$ cat config.mk
export PLATFORM = sky130hd
export DESIGN_NAME = bus_port_fifo
export DESIGN_NICKNAME = d
export VERILOG_FILES = /design/src/rtl/bus_port_fifo.sv
export SDC_FILE = /design/constraint.sdc
export NUM_CORES = 1
export LEC_CHECK = 0
export CAP_MARGIN = 0
export CORE_MARGIN = 2
export CORE_UTILIZATION = 57
export CTS_CLUSTER_DIAMETER = 80
export DETAILED_ROUTE_END_ITERATION = 8
export GPL_TIMING_DRIVEN = 0
export HOLD_SLACK_MARGIN = 0.02
export PLACE_DENSITY = 0.78
export REMOVE_ABC_BUFFERS = 1
export SYNTH_ARGS = -nofsm -noshare
export SYNTH_HDL_FRONTEND = slang
export SYNTH_SLANG_ARGS = --single-unit
$ cat constraint.sdc
create_clock -name clk -period 4.2 [get_ports clk]
set_input_delay 0.42 -clock clk [delete_from_list [all_inputs] [get_ports clk]]
set_output_delay 0.42 -clock clk [all_outputs]
set_load 0.01 [all_outputs]
$ cat src/rtl/bus_port_fifo.sv
// bus_port_fifo: single-clock show-ahead FIFO between a packet source and a bus.
// The head entry is always presented on D_pop while pndng is high. A write into
// a full FIFO is rejected unless a pop is accepted on the same edge. Rejected
// writes set a sticky overflow flag.
// Optional feature: define BUS_PORT_FIFO_DROP_CNT_EN to add an 8-bit saturating
// counter of rejected writes on output drop_cnt.
module bus_port_fifo #(
  parameter int width = 16,
  parameter int depth = 8
) (
  input  logic                       clk,
  input  logic                       reset,
  input  logic                       push_in,
  input  logic [width-1:0]           D_in,
  output logic                       full,
  output logic                       almost_full,
  output logic                       pndng,
  output logic [width-1:0]           D_pop,
  input  logic                       pop,
  output logic [$clog2(depth+1)-1:0] count,
  output logic                       overflow
`ifdef BUS_PORT_FIFO_DROP_CNT_EN
  ,
  output logic [7:0]                 drop_cnt
`endif
);

  localparam int PW = $clog2(depth);
  localparam int CW = $clog2(depth+1);

  logic [width-1:0] r_mem [depth];
  logic [PW-1:0]    r_rd_ptr;
  logic [PW-1:0]    r_wr_ptr;
  logic [CW-1:0]    r_count;
  logic             r_overflow;

  logic             w_full;
  logic             w_pndng;
  logic             w_pop_acc;
  logic             w_push_acc;
  logic             w_reject;

  // Flags come only from the registered occupancy; no path from push_in/pop.
  assign w_full      = (r_count == CW'(depth));
  assign w_pndng     = (r_count != '0);
  // A pop is only meaningful when something is stored. A write may use the slot
  // freed by a same-edge pop. Nothing is accepted while reset is held.
  assign w_pop_acc   = reset & pop & w_pndng;
  assign w_push_acc  = reset & push_in & (~w_full | w_pop_acc);
  assign w_reject    = reset & push_in & w_full & ~w_pop_acc;

  assign full        = w_full;
  assign almost_full = (r_count >= CW'(depth-1));
  assign pndng       = w_pndng;
  assign count       = r_count;
  assign overflow    = r_overflow;
  // Show-ahead head entry; forced to zero so stale memory never leaks out.
  assign D_pop       = w_pndng ? r_mem[r_rd_ptr] : '0;

  // Storage write; memory is deliberately not reset since count gates visibility.
  always_ff @(posedge clk) begin
    if (w_push_acc) begin
      r_mem[r_wr_ptr] <= D_in;
    end
  end

  // Pointers, occupancy and sticky overflow.
  always_ff @(posedge clk or negedge reset) begin
    if (!reset) begin
      r_rd_ptr   <= '0;
      r_wr_ptr   <= '0;
      r_count    <= '0;
      r_overflow <= 1'b0;
    end else begin
      if (w_push_acc) begin
        r_wr_ptr <= r_wr_ptr + PW'(1);
      end
      if (w_pop_acc) begin
        r_rd_ptr <= r_rd_ptr + PW'(1);
      end
      if (w_push_acc && !w_pop_acc) begin
        r_count <= r_count + CW'(1);
      end else if (w_pop_acc && !w_push_acc) begin
        r_count <= r_count - CW'(1);
      end
      if (w_reject) begin
        r_overflow <= 1'b1;
      end
    end
  end

`ifdef BUS_PORT_FIFO_DROP_CNT_EN
  logic [7:0] r_drop_cnt;

  assign drop_cnt = r_drop_cnt;

  // Count rejected writes, saturating at 255.
  always_ff @(posedge clk or negedge reset) begin
    if (!reset) begin
      r_drop_cnt <= '0;
    end else if (w_reject && (r_drop_cnt != 8'hFF)) begin
      r_drop_cnt <= r_drop_cnt + 8'd1;
    end
  end
`else
  // Drop counter not built; rejected writes are recorded only by overflow.
`endif

endmodule

==> qor.yml <==
outcome: "completed"
synth_area_sq_mm: 0.00554
core_area_sq_mm: 0.00933
diodes: 0
post_cts_buffers: 0
timing.rr.start: "count[0]"
drv_cap: 0
dieArea_sq_mm: 0.0105
cts_tree: "built"
fill_cells: 558
postCtsHoldBufs: 0
drive_gt1_share_pct: 28.0
grtUsageMet2_pct: 35.7
cp.arrival_ns: 3.56
clock_latency_ns: 0.52
clkTransAtPathRegs_ns: 0.06
drc: 0
numCtsBuffers: 17
die_h_um: 103
min_path_type: "in2async"
rr_endpoint: "count[3]"
p_per_area_mw_per_mm2: 719
slowest_delay_ns: 0.87
htreeDepth: 4
critPathKind: "in2reg"
grt_first_pass_wirelength_um: 16500
synth.area.top_cells: "edfxtp_1, mux4_2, dfrtp_1"
synth.distinct_cells: 40
crit_path_start: "reset"
critPathSlowestCell: "clkdlybuf4s50_1"
async_reset_ff_share_pct: 7.91
worstPathRequired_ns: 4.58
rows: 35
ioPinCount: 44
grt_use_met1_pct: 31.0
yosys_warnings: 0
grt_pass1_vias: 2877
timing.fmax_mhz: 315
fin_skew_ns: 0.0134
drtPass1Iterations: 4
worst_slew_pin_slew_ns: 0.929
hold_viol_final: 0
initial_core_util_pct: 59.3
post-synth-top-count-cell: "edfxtp_1"
min_period_over_period_pct: 75.7
post_cts_resized: 0
top_usage_layer: "met2"
via_per_inst: 6.04
cts_root_buffer: "clkbuf_8"
p_total_mw: 4.93
clkSinkCount: 139
setup_viol: 0
vdd_drop_max_uv: 387
drt_iter0_markers: 183
wire_per_inst_um: 23.4
seq_area_frac_synth_pct: 74.4
io_buffers: 43
netlist.area_leader.share_pct: 69.4
startpoint_type: "input pin"
fin_hold_ws_ns: 0.293
r2r_slack_ns: 1.08
critPathMaxFanout: 16
fin_nets: 346
rsz0062_at_grt: "no"
synth_top_flop_cell: "edfxtp_1"
gr-usage-met3_pct: 5.29
die_w_um: 103
ys_seq_elements: 139
post-route-min-period_ns: 3.18
syn_to_final_growth_pct: 23.7
routed_wl_um: 10800
cts.path.max_buffers: 2
regArea_sq_mm: 0.00412
cp-endpoint: "count[3]"
grt_overflow: 0
synth_area_per_cell_sq_um: 21.3
antenna_found_initial: 0
synth_common_cells: "edfxtp_1, mux4_2, a22o_1"
dr_total_vias: 2785
final_antenna_net_count: 0
grt_max_degree: 35
track_usage_pct: 22.5
synth.largest_area_cell: "edfxtp_1"
post-dp-hpwl_um: 6580
maxSlewViolCount: 0
critPathCaptureType: "flip-flop"
rr_worst_depth: 9
synth_enable_flop_cells: 128
p_leak_nw: 2.28
place_congestion: 0.732
synth_cells: 260
path_cells: "clkdlybuf4s50_1 -> nand2_1 -> a21o_1 -> inv_4 -> ha_1 -> inv_1 -> ha_1 -> or4_1 -> o211ai_1 -> o211ai_1"
relSlewSlack_pct: 37.7
multiInputGateArea_sq_mm: 0.00135
## per-stage QoR
stage,utilization (%),instance area [sq um],instances,setup TNS (ns),setup slack [ns]
5_1_grt,73.4,6850,461,0,0.721
6_report,73.4,6850,461,0,1.02
3_5_place_dp,66.8,6230,430,0,0.445
3_3_place_gp,64.7,6040,416,-105.05,-1.64
4_1_cts,73.4,6850,461,0,0.992
2_1_floorplan,-,5440,244,0,0.948
## worst max-delay path, delay by kind of cell
kind,cells,cell delay [ns]
buffers and inverters,3,1.14
AND/OR/NAND/NOR,2,0.77
adder cells (fa/ha/maj),2,0.62
AO/OA/AOI/OAI,3,0.60
## sequential cells by signal (all words and copies together), names as in the netlist
register,flops
count,4
overflow,1
r_mem,128
r_rd_ptr,3
r_wr_ptr,3
## cell type report
class,count,area share [%]
Sequential cell,139,60.2
Multi-Input combinational cell,102,19.7
Timing Repair Buffer,57,8.50
Clock buffer,17,6.05
Clock inverter,14,2.96
Tap cell,129,2.36
Inverter,3,0.201
## logic make-up after synthesis
family	share of synthesized area, %
buffers and inverters	1.90
XOR/XNOR	0.949
flip-flops	74.4
AO/OA/AOI/OAI	3.84
AND/OR/NAND/NOR	3.53
adder cells (fa/ha/maj)	1.49
multiplexers	13.9
## cells in the final DEF, fill, tap and decap left out, drive strengths merged, types with 3 or more instances in the layout
master,n
edfxtp,128
clkdlybuf4s50,43
mux4,32
clkbuf,17
a22o,16
buf,14
dfrtp,11
nand2,6
clkinv,6
nand3,5
ha,5
bufinv,5
xnor2,4
nor4b,4
a21oi,3
clkinvlp,3
nor3,3
mux2,3
inv,3
## how the worst min path moves through the flow
stage	startpoint	to	slack, ns	depth (start not counted)
CTS	reset	count[0]	0.31	1
finish	reset	count[0]	0.29	1
global route	reset	r_wr_ptr[2]	0.36	1
global placement	overflow	overflow	0.45	1
detailed placement	overflow	overflow	0.47	1
floorplan	reset	count[0]	0.12	0
## where the power goes
| part | internal (mW) | switching, mW | total (mW) |
|---|---|---|---|
| Clock | 1.01 | 0.533 | 1.54 |
| Sequential | 1.67 | 0.240 | 1.91 |
| Combinational | 0.866 | 0.609 | 1.48 |
## metal layers
metal | vias up | share of wire, %
li1 | 1211 | -
met4 | 0 | 1.8
met1 | 1460 | 42
met2 | 96 | 51
met5 | - | 0
met3 | 18 | 5.0
No activity file was read; power rests on OpenSTA's default activity.
